File: config.mk
export PLATFORM = sky130hd
export DESIGN_NAME = decode_stage_flat
export DESIGN_NICKNAME = d
export VERILOG_FILES = /design/src/rtl/dlx_pkg.sv /design/src/rtl/decode_stage_if.sv /design/src/rtl/hazard_detect.sv /design/src/rtl/decode_stage.sv /design/src/flat_wrapper.sv
export SDC_FILE = /design/constraint.sdc
export NUM_CORES = 1
export LEC_CHECK = 0
export BUFFER_PORTS_ARGS = -buffer_cell sky130_fd_sc_hd__clkbuf_2
export CORE_MARGIN = 2
export CORE_UTILIZATION = 58
export DETAILED_ROUTE_END_ITERATION = 16
export HOLD_SLACK_MARGIN = 0.02
export MAX_ROUTING_LAYER = met4
export PLACE_DENSITY = 0.91
export SYNTH_ARGS = -nofsm -noshare
export SYNTH_HDL_FRONTEND = slang
export SYNTH_SLANG_ARGS = --single-unit
File: constraint.sdc
create_clock -name clock -period 3.39 [get_ports clock]
set_input_delay 0.5085 -clock clock [delete_from_list [all_inputs] [get_ports clock]]
set_output_delay 0.5085 -clock clock [all_outputs]
set_load 0.005 [all_outputs]
File: src/rtl/dlx_pkg.sv
// Shared DLX decode definitions: opselect encodings, instruction field layout
// and the packing of the execute-stage control word.
package dlx_pkg;

  localparam logic [2:0] OP_SHIFT_REG   = 3'b000;
  localparam logic [2:0] OP_ARITH_LOGIC = 3'b001;
  localparam logic [2:0] OP_MEM_READ    = 3'b101;

  localparam int OPSEL_MSB   = 31;
  localparam int OPSEL_LSB   = 29;
  localparam int IMM_SEL_BIT = 28;
  localparam int OPER_MSB    = 27;
  localparam int OPER_LSB    = 25;
  localparam int DEST_MSB    = 24;
  localparam int DEST_LSB    = 21;
  localparam int SRC1_MSB    = 20;
  localparam int SRC1_LSB    = 17;
  localparam int SRC2_MSB    = 16;
  localparam int SRC2_LSB    = 13;
  localparam int IMM13_MSB   = 12;

  typedef struct packed {
    logic [2:0]  opselect;
    logic        imm_sel;
    logic [2:0]  operation;
    logic [3:0]  dest;
    logic [3:0]  src1;
    logic [3:0]  src2;
    logic [12:0] imm13;
  } instr_t;

  function automatic instr_t decode_fields(input logic [31:0] raw);
    instr_t f;
    f.opselect  = raw[OPSEL_MSB:OPSEL_LSB];
    f.imm_sel   = raw[IMM_SEL_BIT];
    f.operation = raw[OPER_MSB:OPER_LSB];
    f.dest      = raw[DEST_MSB:DEST_LSB];
    f.src1      = raw[SRC1_MSB:SRC1_LSB];
    f.src2      = raw[SRC2_MSB:SRC2_LSB];
    f.imm13     = raw[IMM13_MSB:0];
    return f;
  endfunction

  function automatic logic is_legal(input logic [2:0] opselect);
    return (opselect == OP_SHIFT_REG) || (opselect == OP_ARITH_LOGIC) ||
           (opselect == OP_MEM_READ);
  endfunction

  // MEM_READ doubles as load (imm_sel=0) and store (imm_sel=1).
  function automatic logic is_load(input instr_t i);
    return (i.opselect == OP_MEM_READ) && !i.imm_sel;
  endfunction

  function automatic logic [6:0] pack_control(input instr_t i);
    return {i.operation, i.imm_sel, i.opselect};
  endfunction

  function automatic logic [15:0] sign_extend_imm(input logic [12:0] imm13);
    return {{3{imm13[12]}}, imm13};
  endfunction

endpackage

File: src/rtl/decode_stage_if.sv
// Fetch-to-decode-to-execute bundle; master is the fetch/control side,
// slave is the decode stage.
interface decode_stage_if;

  logic        enable_dec;
  logic [31:0] instr_in;
  logic        flush;
  logic        stall_out;
  logic        enable_ex;
  logic [6:0]  control_out;
  logic [15:0] imm;
  logic [3:0]  src1_addr;
  logic [3:0]  src2_addr;
  logic [3:0]  dest_addr;
  logic        illegal_instr;
  logic [15:0] stall_count;

  modport master (
    output enable_dec, instr_in, flush,
    input  stall_out, enable_ex, control_out, imm, src1_addr, src2_addr,
           dest_addr, illegal_instr, stall_count
  );

  modport slave (
    input  enable_dec, instr_in, flush,
    output stall_out, enable_ex, control_out, imm, src1_addr, src2_addr,
           dest_addr, illegal_instr, stall_count
  );

endinterface

File: src/rtl/hazard_detect.sv
// Load-use hazard comparison between the instruction sitting in execute and
// the newly presented instruction.
module hazard_detect
  import dlx_pkg::*;
(
  input  logic       ex_valid,
  input  logic       ex_load,
  input  logic [3:0] ex_dest,
  input  instr_t     new_instr,
  output logic       hazard
);

  logic src2_used;

  // ARITH_LOGIC with an immediate reads the immediate instead of src2.
  always_comb begin
    src2_used = !((new_instr.opselect == OP_ARITH_LOGIC) && new_instr.imm_sel);
    hazard    = ex_valid && ex_load &&
                ((ex_dest == new_instr.src1) ||
                 (src2_used && (ex_dest == new_instr.src2)));
  end

endmodule

File: src/rtl/decode_stage.sv
// DLX decode stage: field decode, immediate sign extension, one-cycle
// load-use stall with a single hold register, flush and illegal detection.
module decode_stage
  import dlx_pkg::*;
(
  input  logic          clock,
  input  logic          reset,
  decode_stage_if.slave dec
);

  localparam logic [0:0] RUN   = 1'b0;
  localparam logic [0:0] STALL = 1'b1;

  logic [0:0]  state;
  logic [0:0]  next_state;
  instr_t      hold_instr;
  instr_t      cur_instr;
  instr_t      issue_instr;
  logic        issue;
  logic        capture;
  logic        flag_illegal;
  logic        hazard;

  logic        enable_ex_q;
  logic        ex_load_q;
  logic [6:0]  control_q;
  logic [15:0] imm_q;
  logic [3:0]  src1_q;
  logic [3:0]  src2_q;
  logic [3:0]  dest_q;
  logic        illegal_q;
  logic [15:0] stall_cnt;

  assign cur_instr = decode_fields(dec.instr_in);

  hazard_detect u_hazard_detect (
    .ex_valid  (enable_ex_q),
    .ex_load   (ex_load_q),
    .ex_dest   (dest_q),
    .new_instr (cur_instr),
    .hazard    (hazard)
  );

  // Flush outranks STALL issue, which outranks any new fetch.
  always_comb begin
    issue        = 1'b0;
    issue_instr  = cur_instr;
    capture      = 1'b0;
    flag_illegal = 1'b0;
    next_state   = state;
    if (dec.flush) begin
      next_state = RUN;
    end else if (state == STALL) begin
      issue       = 1'b1;
      issue_instr = hold_instr;
      next_state  = RUN;
    end else if (dec.enable_dec) begin
      if (!is_legal(cur_instr.opselect)) begin
        flag_illegal = 1'b1;
      end else if (hazard) begin
        capture    = 1'b1;
        next_state = STALL;
      end else begin
        issue = 1'b1;
      end
    end
  end

  always_ff @(posedge clock) begin
    if (reset) begin
      state      <= RUN;
      hold_instr <= '0;
      stall_cnt  <= '0;
    end else begin
      state <= next_state;
      if (dec.flush) begin
        hold_instr <= '0;
      end else if (capture) begin
        hold_instr <= cur_instr;
      end
      if (capture && (stall_cnt != 16'hFFFF)) begin
        stall_cnt <= stall_cnt + 16'd1;
      end
    end
  end

  // Decoded fields only move on an issue so they hold between issues.
  always_ff @(posedge clock) begin
    if (reset) begin
      enable_ex_q <= 1'b0;
      ex_load_q   <= 1'b0;
      control_q   <= '0;
      imm_q       <= '0;
      src1_q      <= '0;
      src2_q      <= '0;
      dest_q      <= '0;
      illegal_q   <= 1'b0;
    end else begin
      enable_ex_q <= issue;
      illegal_q   <= flag_illegal;
      if (issue) begin
        ex_load_q <= is_load(issue_instr);
        control_q <= pack_control(issue_instr);
        imm_q     <= sign_extend_imm(issue_instr.imm13);
        src1_q    <= issue_instr.src1;
        src2_q    <= issue_instr.src2;
        dest_q    <= issue_instr.dest;
      end
    end
  end

  assign dec.stall_out     = (state == STALL);
  assign dec.enable_ex     = enable_ex_q;
  assign dec.control_out   = control_q;
  assign dec.imm           = imm_q;
  assign dec.src1_addr     = src1_q;
  assign dec.src2_addr     = src2_q;
  assign dec.dest_addr     = dest_q;
  assign dec.illegal_instr = illegal_q;
  assign dec.stall_count   = stall_cnt;

endmodule

File: src/flat_wrapper.sv
// flat-port wrapper written by rule: the top's interface ports become plain ports
module decode_stage_flat import dlx_pkg::*;
  (clock, reset, dec_enable_dec, dec_instr_in, dec_flush, dec_stall_out, dec_enable_ex, dec_control_out, dec_imm, dec_src1_addr, dec_src2_addr, dec_dest_addr, dec_illegal_instr, dec_stall_count);
  decode_stage_if dec_i ();
  input  logic clock;
  input  logic reset;
  input wire logic [$bits(dec_i.enable_dec)-1:0] dec_enable_dec;
  input wire logic [$bits(dec_i.instr_in)-1:0] dec_instr_in;
  input wire logic [$bits(dec_i.flush)-1:0] dec_flush;
  output wire logic [$bits(dec_i.stall_out)-1:0] dec_stall_out;
  output wire logic [$bits(dec_i.enable_ex)-1:0] dec_enable_ex;
  output wire logic [$bits(dec_i.control_out)-1:0] dec_control_out;
  output wire logic [$bits(dec_i.imm)-1:0] dec_imm;
  output wire logic [$bits(dec_i.src1_addr)-1:0] dec_src1_addr;
  output wire logic [$bits(dec_i.src2_addr)-1:0] dec_src2_addr;
  output wire logic [$bits(dec_i.dest_addr)-1:0] dec_dest_addr;
  output wire logic [$bits(dec_i.illegal_instr)-1:0] dec_illegal_instr;
  output wire logic [$bits(dec_i.stall_count)-1:0] dec_stall_count;
  assign dec_i.enable_dec = dec_enable_dec;
  assign dec_i.instr_in = dec_instr_in;
  assign dec_i.flush = dec_flush;
  assign dec_stall_out = dec_i.stall_out;
  assign dec_enable_ex = dec_i.enable_ex;
  assign dec_control_out = dec_i.control_out;
  assign dec_imm = dec_i.imm;
  assign dec_src1_addr = dec_i.src1_addr;
  assign dec_src2_addr = dec_i.src2_addr;
  assign dec_dest_addr = dec_i.dest_addr;
  assign dec_illegal_instr = dec_i.illegal_instr;
  assign dec_stall_count = dec_i.stall_count;
  decode_stage u_core (.clock(clock), .reset(reset), .dec(dec_i));
endmodule
==> results.md, run 1 <==
- Die W: 85.4 um
- Hold Buf Count CTS: 0
- Main area contributors after synthesis: dfxtp_1 44%, a21oi_1 9.9%, mux2i_1 8.3%, o31ai_1 8.2%, nand3_1 5.1%
- Worst Reg-to-Reg Cells: 6
- Worst Setup SP: u_core.dec.dest_addr[2]$_SDFFE_PP0P_
- Starting Density: 0.602
- Slew margin rel.: 0.429
- Share of layout cells above drive strength 1: 0.249
- Total gr overflow: 0
- Vias in the first global route: 3,419
- Leakage: 2.00 nW
- Number of placed instances, taps included: 565
- Post-synthesis sequential area ratio: 0.437
- Post-route ant nets: 0
- Die height: about 85 um
- WP data arrival: 2.71 ns
- GPL Wtd Cong: a little under 0.9
- Hold Path Class: input pin to register
- Detailed Routing Iterations Pass 1: 5
- CTS tree: done
- Final WL: around 9.9 mm
- Worst hold start: dec_instr_in[22]
- RSZ-0062 raised after global routing: no
- Final period util: 0.720
- Die area: 0.00730 mm^2
- Slew @ Worst Pin: 0.857 ns
- Peak supply drop: 0.334 mV
- CTS Root Cell: clkbuf_8
- Diode count: 0
- Initial antenna violation count: 0
- Final Skew: 0.0138 ns
- Setup TNS: 0 ns
- DRT iter0 DRCs: 299
- Final setup violation count: 0
- Area grow syn2layout: 17.0%
- Critical path launch point type: register
- Worst-path maximum fanout: 32
- Post-CTS resize count: 0
- Avg Synthesized Cell Area: ~9 um^2
- Mapped Cells: ~430
- Endpoint class of the critical path: register
- Asr flop ratio synth: 0
- Most frequent cell after synthesis: dfxtp_1
- Core Util, Final: 0.705
- Total GRT Usage: 0.282
- R2r setup slk: about 0.95 ns
- Period minus WS final: 2.44 ns
- Synth unique cells: 46
- Core area: approximately 0.0064 mm^2
- Post-synth top area share: 0.437
- Finished Layout Cells: between 500 and 600
- Number of max-cap violations: 0
- I/O Buffers: 89
- # IOs: 90
- Number of enable flip-flop cells after synthesis: 0
- DRC errors left: 0
- Setup ws final: 0.951 ns
- Largest net degree at the start of global routing: 38
- # H-tree levels: 3
- Slew Limit Fails: 0
- Hold depth: 3
- Synth area leader: dfxtp_1
- Critical path type: register to register
- Vias/cell: 6.32
- Post-synth top cells: 84 x dfxtp_1, 76 x a21oi_1, 42 x o31ai_1
- Number of placement rows: 29
- YS warnings: 0
- Hpwl dp: approximately 6.7 mm
- Post-Syn Nets: 466
- Place WS: 0.800 ns
- Hold endpoint: u_core.hold_instr[22]$_SDFFE_PP0P_
- Syn Std Cell Area: 0.00385 mm^2
- Post-CTS setup buffers: 0
- CTS max path bufs: 2
- Final Hold Fails: 0
- Critical Path RT: 3.66 ns
- Wire per inst: 17.2 um
- Worst R2R Start: u_core.dec.dest_addr[2]$_SDFFE_PP0P_
- DR vias: 3,659
- Status: finished clean
- Main synth FF type: dfxtp_1
- Hold_ws: between 0.4 and 0.5 ns
- Reg clk slew, reported paths: 0.09 ns
- End of the worst register-to-register path: u_core.hold_instr[14]$_SDFFE_PP0P_
- Num CTS Buffers: 9
- Maximum clock frequency: a little over 400 MHz
- First-pass GRT wire length: about 16 mm
- Cell Pwr Density: approximately 440 mW/mm^2
- Synthesis-stage register bit count: 84
- Sinks on Clock Net: 84
- Final net count: 536
- Clk Latency, worst-skew pair: ~0.35 ns
-- registers in the layout, summed over array words and instances (netlist names), 4 cells and up --
signal and count:
u_core.hold_instr 32, u_core.dec.stall_count 16, u_core.dec.imm 13, u_core.dec.control_out 7, u_core.dec.dest_addr 4, u_core.dec.src1_addr 4
u_core.dec.src2_addr 4
-- per-stage QoR --
| step | total power, W | area, um^2 |
|---|---|---|
| after CTS | 0.00200 | 4500 |
| after global placement | 0.00125 | 4300 |
| after floorplan | 0.00117 | 3850 |
| after detailed placement | 0.00126 | 4300 |
| final | 0.00199 | 4500 |
| after global routing | 0.00206 | 4500 |
-- logic make-up (layout without fill, tap and decap cells) --
logic type	after synthesis	in the layout	share of synthesized area
AND/OR/NAND/NOR	132	132	0.197
XOR/XNOR	8	8	0.0182
flip-flops	84	84	0.437
multiplexers	33	33	0.0862
buffers and inverters	43	116	0.0507
adder cells (fa/ha/maj)	1	1	0.00325
AO/OA/AOI/OAI	128	128	0.207
-- layer usage --
metal,track usage,vias to the layer above,wire (um)
met1,0.349,1742,4170
met3,0.0545,23,715
met5,-,-,0
met4,0.131,0,253
met2,0.445,172,4790
li1,-,1722,-
-- cell usage in the layout, fill, tap and decap left out, drive strengths merged, types with 2 or more instances in the layout --
| cell type | netlist | routed |
|---|---|---|
| a21oi | 76 | 76 |
| and2 | 5 | 5 |
| and3 | 6 | 6 |
| buf | 16 | 11 |
| bufinv | 0 | 2 |
| clkbuf | 25 | 99 |
| dfxtp | 84 | 84 |
| inv | 2 | 2 |
| mux2i | 32 | 32 |
| nand2 | 38 | 38 |
| nand3 | 39 | 39 |
| nand4 | 3 | 3 |
| nor2 | 7 | 7 |
| nor2b | 3 | 3 |
| nor4 | 3 | 3 |
| nor4b | 2 | 2 |
| o21ai | 4 | 4 |
| o31ai | 42 | 42 |
| or2 | 2 | 2 |
| or3b | 2 | 2 |
| or4 | 12 | 12 |
| or4b | 2 | 2 |
| xor2 | 7 | 7 |
-- worst max-delay path by stage --
| stage | to | slack [ns] | depth (start not counted) |
|---|---|---|---|
| 3_3_place_gp | u_core.hold_instr[2]$_SDFFE_PP0P_ | 0.88 | 7 |
| 6_report | u_core.hold_instr[14]$_SDFFE_PP0P_ | 0.95 | 6 |
| 5_1_grt | u_core.hold_instr[20]$_SDFFE_PP0P_ | 0.83 | 6 |
| 4_1_cts | u_core.hold_instr[20]$_SDFFE_PP0P_ | 1.02 | 6 |
| 3_5_place_dp | u_core.hold_instr[10]$_SDFFE_PP0P_ | 0.80 | 7 |
| 2_1_floorplan | u_core.dec.stall_count[9]$_SDFFE_PP0P_ | 1.18 | 6 |
-- where the power goes --
group          internal, W  total, W  switching, W
clock             0.000409  0.000755      0.000347
sequential         0.00102   0.00104     0.0000208
combinational    0.0000818  0.000203      0.000121
-- area by class of cell --
| cell class | count | area (um^2) |
|---|---|---|
| multi-input combinational | 302 | 1980 |
| inverter | 2 | 7.51 |
| clock inverter | 4 | 76.3 |
| timing repair buffer | 100 | 528 |
| sequential | 84 | 1680 |
| tap | 77 | 96.3 |
| fill | 478 | 1890 |
| clock buffer | 10 | 128 |
-- critical path: stages, from the launching register on --
cell	delay (ns)
dfxtp_1	0.45
xor2_1	0.29
nor4_4	0.12
a32oi_4	0.76
buf_4	0.46
nand2_1	0.10
a21oi_1	0.15
(Power assumes the default switching activity.)
==> run 2: changes to the inputs <==
--- a/config.mk
+++ b/config.mk
@@ -7,11 +7,11 @@
 export LEC_CHECK = 0
 export BUFFER_PORTS_ARGS = -buffer_cell sky130_fd_sc_hd__clkbuf_2
 export CORE_MARGIN = 2
-export CORE_UTILIZATION = 58
+export CORE_UTILIZATION = 54
 export DETAILED_ROUTE_END_ITERATION = 16
 export HOLD_SLACK_MARGIN = 0.02
 export MAX_ROUTING_LAYER = met4
-export PLACE_DENSITY = 0.91
+export PLACE_DENSITY = 0.86
 export SYNTH_ARGS = -nofsm -noshare
 export SYNTH_HDL_FRONTEND = slang
 export SYNTH_SLANG_ARGS = --single-unit
==> constraint.sdc (replaced) <==
create_clock -name clock -period 2.5 [get_ports clock]
set_input_delay 0.375 -clock clock [delete_from_list [all_inputs] [get_ports clock]]
set_output_delay 0.375 -clock clock [all_outputs]
set_load 0.005 [all_outputs]
==> run 2 against run 1 <==
Compared with the run above:
- global-route usage decreased by 1.4 points
- critical path depth decreased by 1
- non-clock buffer count increased by 3
- register-to-register slack got worse by 0.78 ns
- first-iteration DRC count decreased by 26%
- final cell count increased by 4.3%
- via count about the same
- clock power increased by 35%
- worst setup slack got worse by 0.78 ns
- cell area increased by 2.1%
==> results.md, run 2 (same netlist as run 1, synthesis figures left out) <==
- Diode count: 0
- Post-route ant nets: 0
- Place WS: 0.0584 ns
- Buffer and inverter count on the worst path: 0
- # H-tree levels: 3
- Slew Limit Fails: 0
- Die W: 88.4 um
- Commonest non-fill, non-tap cell in the layout: clkbuf_2
- Die height: 88.4 um
- Finished Layout Cells: 604
- Wire per inst: 17.0 um
- Final period util: 0.933
- Number of placement rows: 30
- Seq pwr share: 0.517
- Setup ws final: ~0.17 ns
- Sinks on Clock Net: 84
- Final Skew: 0.0109 ns
- Net Sw Frac: 0.273
- WP data arrival: approximately 2.6 ns
- Cell Pwr Density: 591 mW/mm^2
- Most frequent cells in the layout: 89 x clkbuf_2, 84 x dfxtp_1, 76 x a21oi_1
- Combinational Power Share: 0.107
- Initial antenna violation count: 0
- Number of max-cap violations: 0
- Final Hold Fails: 0
- Final net count: 540
- Status: finished clean
- Endpoint class of the critical path: register
- Area grow syn2layout: 19.5%
- Core Util, Final: 0.673
- GPL Wtd Cong: 0.835
- Slew @ Worst Pin: 0.711 ns
- Critical path cell sequence: xor2_1 -> nor4_2 -> a32oi_2 -> or4_1 -> a21oi_1
- Top delay family on crit path: simple AND/OR/NAND/NOR gates
- R2r setup slk: around 0.17 ns
- CTS tree: done
- Largest stage delay on the critical path: 0.63 ns
- Number of placed instances, taps included: about 600
- Die area: 0.00781 mm^2
- Peak supply drop: 0.400 mV
- Core area: 0.00683 mm^2
- Critical path launch point type: register
- Period minus WS final: 2.33 ns
- DRC errors left: 0
- Largest net degree at the start of global routing: 38
- Max reg flops: 32
- Critical Path RT: ~2.8 ns
- # IOs: 90
- Power, Total: 0.00272 W
- Net Switching: 0.000743 W
- Vias in the first global route: 3,269
- CTS Root Cell: clkbuf_8
- Final WL: 10.3 mm
- Post-CTS setup buffers: 0
- Setup TNS: 0 ns
- Hpwl dp: 6.47 mm
- I/O Buffers: 89
- Detailed Routing Iterations Pass 1: 5
- Register bank with the most flops: u_core.hold_instr
- Maximum clock frequency: 429 MHz
- RSZ-0062 raised after global routing: no
- Vias/cell: 6.06
- First-pass GRT wire length: ~16 mm
- Hold Path Class: input pin to register
- Leakage: 2.04 nW
- Total GRT Usage: 0.268
- Reg clk slew, reported paths: 0.10 ns
- Critical path type: register to register
- Final setup violation count: 0
- Worst-path maximum fanout: 16
- P_int: 0.00197 W
- DR vias: 3,660
- Clock power frac: 0.376
- Num CTS Buffers: 9
- Slowest CP cell: nor4_2
- Starting Density: 0.563
- Total gr overflow: 0
- Clk Latency, worst-skew pair: 0.36 ns
- Share of layout cells above drive strength 1: 0.262
- Slew margin rel.: 0.526
- CTS max path bufs: 2
- DRT iter0 DRCs: 222
-- run 2: changes by cell type in the layout (fill, tap and decap cells not counted) --
cell       before  now
inv_6           0    4
a32oi_2         0    1
nor3_1          1    0
clkbuf_1        1    0
buf_12          0    2
nor3_2          0    1
buf_4          11   12
bufinv_16       2    1
-- run 2: area by class of cell --
| cell class | count | area, um^2 |
|---|---|---|
| fill | 560 | 2240 |
| clock buffer | 9 | 124 |
| sequential | 84 | 1680 |
| timing repair buffer | 103 | 576 |
| clock inverter | 7 | 81.3 |
| multi-input combinational | 303 | 2000 |
| tap | 96 | 120 |
| inverter | 2 | 7.51 |
-- run 2: path summary, 6_finish.rpt --
path,from,to,depth (start not counted)
worst min-delay path,dec_instr_in[26],u_core.hold_instr[26]$_SDFFE_PP0P_,3
worst min register to register,u_core.hold_instr[17]$_SDFFE_PP0P_,u_core.hold_instr[17]$_SDFFE_PP0P_,2
worst max-delay path,u_core.dec.dest_addr[2]$_SDFFE_PP0P_,u_core.dec.stall_count[13]$_SDFFE_PP0P_,5
worst max register to register,u_core.dec.dest_addr[2]$_SDFFE_PP0P_,u_core.dec.stall_count[13]$_SDFFE_PP0P_,5
-- run 2: worst min-delay path, stage by stage --
cell and delay [ns]:
clkbuf_2 0.09, nand3_1 0.06, a21oi_1 0.06
-- run 2: power groups by stage --
stage / clock network (W) / logic [W] / registers [W]
floorplan: 0 / 0.000148 / 0.00144
global placement: 0 / 0.000274 / 0.00144
detailed placement: 0 / 0.000280 / 0.00144
CTS: 0.00103 / 0.000283 / 0.00140
global route: 0.00107 / 0.000314 / 0.00141
finish: 0.00102 / 0.000289 / 0.00141
-- run 2: per-stage QoR --
stage	cell area (um^2)	hold slack (ns)
after floorplan	3850	0.431
after global placement	4370	0.436
after detailed placement	4370	0.445
after CTS	4570	0.252
after global routing	4590	0.262
final	4590	0.254
-- run 2: repair_timing --
action	in CTS	in global routing
endpoints found under the hold margin	0	0
setup endpoints to repair	0	32
hold buffers	0	0
resized for setup	0	1
-- run 2: metal layers --
layer,GRT usage,up-vias,routed length (um)
met5,-,-,0
met4,0.0964,0,257
met3,0.0550,23,744
met2,0.419,151,4850
met1,0.345,1740,4440
li1,-,1746,-
